--- config.mk ---
export PLATFORM = sky130hd
export DESIGN_NAME = program_sequencer
export DESIGN_NICKNAME = d
export VERILOG_FILES = /design/src/rtl/program_sequencer.sv
export SDC_FILE = /design/constraint.sdc
export NUM_CORES = 1
export LEC_CHECK = 0
export BUFFER_PORTS_ARGS = -buffer_cell sky130_fd_sc_hd__buf_4
export CORE_ASPECT_RATIO = 0.8
export CORE_MARGIN = 2
export CORE_UTILIZATION = 60
export CTS_CLUSTER_SIZE = 28
export DETAILED_ROUTE_END_ITERATION = 8
export GPL_TIMING_DRIVEN = 0
export PLACE_DENSITY_LB_ADDON = 0.3
export RECOVER_POWER = 50
export SKIP_CTS_REPAIR_TIMING = 1
export SLEW_MARGIN = 25
export SYNTH_ARGS = -nofsm -noshare
export SYNTH_HDL_FRONTEND = slang
export SYNTH_SLANG_ARGS = --single-unit
--- constraint.sdc ---
create_clock -name clk -period 8.3 [get_ports clk]
set_input_delay 1.66 -clock clk [delete_from_list [all_inputs] [get_ports clk]]
set_output_delay 1.66 -clock clk [all_outputs]
set_load 0.01 [all_outputs]
--- src/rtl/program_sequencer.sv ---
// Program sequencer: stores miniCPU instruction words and replays them into the datapath
// over an issue/ready/done handshake with single-step, abort and per-instruction watchdog.
module program_sequencer #(
  parameter int unsigned DEPTH   = 16,
  parameter int unsigned AW      = 4,
  parameter int unsigned IW      = 18,
  parameter int unsigned TIMEOUT = 1024
) (
  input  logic          clk,
  input  logic          reset,
  input  logic          load_valid,
  input  logic [IW-1:0] load_instr,
  input  logic          prog_clear,
  input  logic          start,
  input  logic          step_mode,
  input  logic          step,
  input  logic          abort,
  output logic          issue_valid,
  output logic [IW-1:0] issue_instr,
  input  logic          issue_ready,
  input  logic          exec_done,
  output logic [AW-1:0] pc,
  output logic [AW:0]   prog_count,
  output logic          running,
  output logic          paused,
  output logic          run_done,
  output logic          load_reject,
  output logic          timeout_err
);

  localparam int unsigned CW = (TIMEOUT > 1) ? $clog2(TIMEOUT) : 1;

  typedef enum logic [1:0] {StIdle, StIssue, StWait, StPause} state_e;

  state_e        state_q, state_d;
  logic [AW-1:0] pc_q, pc_d;
  logic [AW:0]   count_q, count_d;
  logic [CW-1:0] wdog_q, wdog_d;
  logic          run_done_q, run_done_d;
  logic          reject_q, reject_d;
  logic          timeout_q, timeout_d;
  logic          mem_we;
  logic          last_slot;
  logic          full;

  logic [IW-1:0] mem [DEPTH];

  assign last_slot = ({1'b0, pc_q} == (count_q - (AW+1)'(1)));
  assign full      = (count_q == (AW+1)'(DEPTH));

  always_comb begin
    state_d    = state_q;
    pc_d       = pc_q;
    count_d    = count_q;
    timeout_d  = timeout_q;
    run_done_d = 1'b0;
    reject_d   = 1'b0;
    mem_we     = 1'b0;
    // Counter runs only while waiting, so it is zero on every entry to StWait.
    wdog_d     = (state_q == StWait) ? wdog_q + CW'(1) : '0;

    unique case (state_q)
      StIdle: begin
        if (prog_clear) begin
          count_d = '0;
        end else if (load_valid) begin
          if (full) begin
            reject_d = 1'b1;
          end else begin
            mem_we  = 1'b1;
            count_d = count_q + (AW+1)'(1);
          end
        end
        if (start && (count_q != '0)) begin
          pc_d      = '0;
          timeout_d = 1'b0;
          state_d   = StIssue;
        end
      end
      StIssue: begin
        if (abort) begin
          state_d = StIdle;
        end else if (issue_ready) begin
          state_d = StWait;
        end
      end
      StWait: begin
        if (abort) begin
          state_d = StIdle;
        end else if (exec_done) begin
          if (last_slot) begin
            state_d    = StIdle;
            run_done_d = 1'b1;
            pc_d       = '0;
          end else begin
            pc_d    = pc_q + AW'(1);
            state_d = step_mode ? StPause : StIssue;
          end
        end else if (wdog_q == CW'(TIMEOUT - 1)) begin
          timeout_d = 1'b1;
          state_d   = StIdle;
        end
      end
      StPause: begin
        if (abort) begin
          state_d = StIdle;
        end else if (step) begin
          state_d = StIssue;
        end
      end
      default: state_d = StIdle;
    endcase

    if ((state_q != StIdle) && load_valid) begin
      reject_d = 1'b1;
    end
  end

  always_ff @(posedge clk) begin
    if (reset) begin
      state_q    <= StIdle;
      pc_q       <= '0;
      count_q    <= '0;
      wdog_q     <= '0;
      run_done_q <= 1'b0;
      reject_q   <= 1'b0;
      timeout_q  <= 1'b0;
    end else begin
      state_q    <= state_d;
      pc_q       <= pc_d;
      count_q    <= count_d;
      wdog_q     <= wdog_d;
      run_done_q <= run_done_d;
      reject_q   <= reject_d;
      timeout_q  <= timeout_d;
    end
  end

  always_ff @(posedge clk) begin
    if (mem_we) begin
      mem[count_q[AW-1:0]] <= load_instr;
    end
  end

  assign issue_valid = (state_q == StIssue);
  assign issue_instr = mem[pc_q];
  assign pc          = pc_q;
  assign prog_count  = count_q;
  assign running     = (state_q != StIdle);
  assign paused      = (state_q == StPause);
  assign run_done    = run_done_q;
  assign load_reject = reject_q;
  assign timeout_err = timeout_q;

endmodule

## Yosys cells after proc, flatten, opt, wreduce, memory -nomap -nowiden

Memories as Yosys holds them, arrays and structs flattened. A register that Yosys moved wholly into a read port is not among the register bits.
Index checks and enable logic that the tools add are counted.

- $add $sub $neg: 4
- $mul: 0
- Div/mod/pow operators: 0
- Order comparisons: 0
- Eq/ne operators: 15
- Shifts and indexed selects: 0
- Multiplexer cells: 38
- Bitwise operators: 2
- Reductions and logical operators: 13

Operators with widths:

| kind | count |
|---|---|
| 4-bit 2-to-1 mux | 6 |
| 2-bit 2-to-1 mux | 10 |
| 1-bit 2-to-1 mux | 16 |
| 5-bit 2-to-1 mux | 3 |
| 10-bit by 1-bit adder with 10-bit output (second input constant) | 1 |
| 10-bit equality test (second input constant) | 1 |
| 2-bit inequality test (second input constant) | 5 |
| 2-bit one-hot mux with 4 select lines | 1 |
| 4-bit one-hot mux with 2 select lines | 1 |
| 4-bit AND reduction | 2 |
| 2-bit nonzero test | 3 |
| 5-bit by 1-bit adder with 5-bit output (second input constant) | 1 |
| 4-bit by 5-bit equality test with 1-bit output | 1 |
| 5-bit equality test (second input constant) | 1 |
| 5-bit AND reduction | 1 |
| 5-bit nonzero test | 1 |
| 5-bit by 1-bit subtractor with 5-bit output (second input constant) | 1 |
| 4-bit by 1-bit adder with 4-bit output (second input constant) | 1 |
| 2-bit equality test (second input constant) | 2 |
| 4-bit by 3-bit inequality test with 1-bit output (second input constant) | 1 |
| 4-bit OR reduction | 1 |
| 3-bit by 2-bit inequality test with 1-bit output (second input constant) | 1 |
| 3-bit inequality test (second input constant) | 1 |
| 3-bit AND reduction | 1 |
| other kinds (7) | 9 |

- Bits in registers: 24
- Bits in latches: 0
- Bits in writable memories: 288
- Memory bits (read-only): 0
- Input port bits: 28
- Output and inout bits: 33
- Word-level logic and storage cells: 80
- Memories kept: 1

Memory list:

| name | depth | bits a word | rd ports | clocked after memory_dff | wr ports | line | source |
|---|---|---|---|---|---|---|---|
| mem | 16 | 18 | 1 | 1 | 1 | 46 | `logic [IW-1:0] mem [DEPTH];` |

## Logic depth before layout (Yosys ltp)

- Word-level depth: 8
- Gate-level depth with buffers: 7
- Mapped depth without buffers: 7

## Least setup slack after synthesis

OpenSTA, ideal clock, no wires.

- Kind: in2reg
- From: in prog_clear
- To: mem mem[11][0] (enable)
- Library setup time: 0.392 ns
- Arrival: 2.940 ns
- Required time: 7.908 ns
- Setup slack: 4.967 ns
- Stages: 3
- Path buffers: 0
- Cells stage by stage: nor3_2 nand2_1 nor2_1

- Cells in the longest elaborated chain, start to end: 4

Ends and longest elaborated chain:

| element | line | source |
|---|---|---|
| start: declaration | 13 | `input logic prog_clear,` |
| 1-bit 2-to-1 mux | 64 | `if (prog_clear) begin` |
| 1-bit 2-to-1 mux | 62 | `unique case (state_q)` |
| 1-bit 2-to-1 mux | 140 | `if (mem_we) begin` |
| 1-bit 2-to-1 mux (implied by the code) | 141 | `mem[count_q[AW-1:0]] <= load_instr;` |
| end: declaration | 46 |  |

No other way between the ends.

==> metrics.md <==
| Metric | Value |
|---|---|
| Outcome | `complete, no violations` |
| IO Count | `61` |
| Dominant synthesized flop cell | `edfxtp_1` |
| Final WL | `26.62 mm` |
| Worst R2R Setup Slack | `just over 5 ns` |
| Most frequent cell after synthesis | `edfxtp_1` |
| Post-synth top cells | `edfxtp_1 (288), mux4_2 (58), nor2_1 (35)` |
| TNS Setup | `0 ns` |
| Post-synth EDFFs | `288` |
| Top cells by area, synth | `edfxtp_1 (69%), mux4_2 (10%), mux4_1 (6.7%)` |
| Slew headroom | `0.4833` |
| Hold violation total from the final report | `0` |
| Max Clk Rate | `roughly 0.24 GHz` |
| Synthesized area | `12470 µm²` |
| Layout cells sized above 1 | `0.2629` |
| Routed vias/inst | `6.411` |
| Yosys Warn Count | `0` |
| Bufs on Longest Clock Path | `3` |
| Final core utilization | `0.6988` |
| 1st-iter DRT viols | `769` |
| Critical Path AT | `2.56 ns` |
| Setup crit end | `issue_instr[2]` |
| Die ar. | `21960 µm²` |
| Worst Tran Pin Value | `0.7732 ns` |
| CTS buffer count | `29` |
| Total core area | `~21000 µm²` |
| Max Cap Viol | `0` |
| Die Ht | `approximately 130 µm` |
| Final Total Pwr | `3.222 mW` |
| Fill count | `1190` |
| TritonCTS clock tree | `done` |
| Nets | `roughly 710` |
| Initial antenna violation count | `0` |
| Routed via count | `6212` |
| Total GRT Usage | `0.2483` |
| Chip width | `165.2 µm` |
| First-pass GRT wire length | `38.90 mm` |
| Synthesized area per cell | `~22 µm²` |
| Root buffer cell | `clkbuf_16` |
| I/O Buffers | `60` |
| Share of the yosys chip area belonging to registers | `0.7385` |
| Pleak | `approximately 4.6 nW` |
| Final Cycle Share | `0.5090` |
| Drt wl/cell | `between 20 and 30 µm` |
| # rows | `between 40 and 50` |
| Grt ovf | `0` |
| Power density cells | `224.7 nW/µm²` |
| Max-slew violations | `0` |
| Synth cell types | `51` |
| HPWL Detailed | `15.89 mm` |
| Critical path class | `register to primary output` |
| Pin count of the biggest net entering global routing | `19` |
| GP Congestion | `between 0.8 and 0.9` |
| WP data required | `6.64 ns` |
| Clock Latency Late Sink | `between 0.5 and 0.6 ns` |
| Drt drc | `0` |
| Initial core utilization | `0.6076` |
| Clock transition at the registers of the reported paths | `0.06 ns` |
| Worst clock skew | `0.01772 ns` |
| FF-to-FF path depth | `7` |
| Post-synth ARST share | `0` |
| Htree depth | `1` |
| Minimum clock period | `between 4 and 5 ns` |
| Hold Path Class | `register to register` |
| Vias in the first global route | `6223` |
| # setup viols final | `0` |
| Worst hold slack | `0.4706 ns` |
| Startpoint Class | `register` |
| Clk sinks | `316` |
| Worst VDD drop | `0.1526 mV` |
| Antenna cells | `0` |
| CP Max Fanout | `10` |
| DRT Pass-1 Iters | `5` |
| Synth area leader | `edfxtp_1` |
| Crit. End Element | `primary output` |
| RSZ-0062 raised after global routing | `false` |
| Flops & latches, synth | `316` |
| Area share of the largest cell type after synthesis | `0.6936` |
| Area grow syn2layout | `15.01%` |
| Remaining antenna violation count after routing | `0` |
| Cell count after synthesis | `579` |
| Syn nets | `slightly above 600` |
| RR Startpoint | `prog_count[0]` |
| Reg-to-reg endpoint | `mem[4][4]` |
## per-stage QoR
step,instance area (µm²),cells,setup slack [ns]
3_5_place_dp,13550,917,4.641
4_1_cts,14460,969,4.049
2_1_floorplan,12470,579,4.967
5_1_grt,14340,969,4.006
3_3_place_gp,13260,908,3.763
6_report,14340,969,4.075
## cells by family after synthesis
| group | count (synthesis) | share of synthesized area |
|---|---|---|
| and+or+nand+nor | 93 | 0.03843 |
| muxes | 94 | 0.1755 |
| adders and majority gates | 6 | 0.006020 |
| xor gates and xnor gates | 13 | 0.009131 |
| AOI/OAI and AO/OA | 26 | 0.01535 |
| DFF | 316 | 0.7385 |
| buffers and inverters | 31 | 0.01706 |
## sequential cells by signal, indices dropped and copies added (netlist names), named ones only
| signal | count |
|---|---|
| load_reject | 1 |
| mem | 288 |
| pc | 4 |
| prog_count | 5 |
| run_done | 1 |
| state_q | 2 |
| timeout_err | 1 |
| wdog_q | 10 |
## critical path: stages, from the launching register on
cell and delay, ns:
dfxtp_1 0.32, buf_6 0.16, buf_6 0.23, mux4_1 0.63, mux4_2 0.51, buf_4 0.16
## area by class of cell
cell class | count | area [µm²] | area share
repair buffers | 69 | 546.8 | 0.03813
multi-input cells | 232 | 3133 | 0.2185
plain buffers | 24 | 186.4 | 0.01300
inverters | 7 | 26.28 | 0.001832
clock inverters | 15 | 147.6 | 0.01029
flip-flops and latches | 316 | 9209 | 0.6421
clock buffers | 37 | 755.7 | 0.05270
well taps | 269 | 336.6 | 0.02347
## cell usage in the layout (no fill, tap or decap), types with 3 or more instances in the layout
master and instances:
nand3_1 7, bufinv_16 3, clkbuf_16 29, nor3_1 7, edfxtp_1 288, buf_4 44
nand4_1 3, nand2b_1 6, ha_1 6, buf_8 4, xor2_1 9, a211oi_1 3
o21ai_0 5, clkinv_2 3, xnor2_1 4, mux2i_1 3, buf_2 7, buf_6 8
dfxtp_1 28, nor2_4 15, buf_12 3, mux4_2 58, nor2b_1 3, clkbuf_1 31
inv_1 7, nand3b_1 3, a21oi_1 4, clkinv_1 7, nor2_1 21, nand2_1 14
mux4_1 32
## how the worst min path moves through the flow
stage	from	end	slack [ns]	cells past startpoint
2_1_floorplan	wdog_q[0]	wdog_q[0]	0.43	1
3_3_place_gp	wdog_q[0]	wdog_q[0]	0.44	1
3_5_place_dp	wdog_q[0]	wdog_q[0]	0.46	1
4_1_cts	wdog_q[0]	wdog_q[0]	0.48	1
5_1_grt	wdog_q[0]	wdog_q[0]	0.49	1
6_report	wdog_q[0]	wdog_q[0]	0.47	1
## where the power goes
| part | leakage, nW | switching [mW] | internal (mW) |
|---|---|---|---|
| Sequential | 2.82 | 0.0130 | 1.76 |
| Clock | 0.437 | 0.549 | 0.733 |
| Combinational | 1.33 | 0.0995 | 0.0705 |
| Total | 4.58 | 0.662 | 2.56 |
## per-layer routing
layer / wire length, µm / up-vias / global-route usage / share of wire
li1: - / 2633 / - / -
met1: 10940 / 3238 / 0.3667 / 0.41
met5: 0 / - / 0 / 0
met4: 528 / 0 / 0.05604 / 0.020
met3: 1928 / 46 / 0.04013 / 0.072
met2: 13230 / 295 / 0.4002 / 0.50
(Power assumes the default switching activity.)
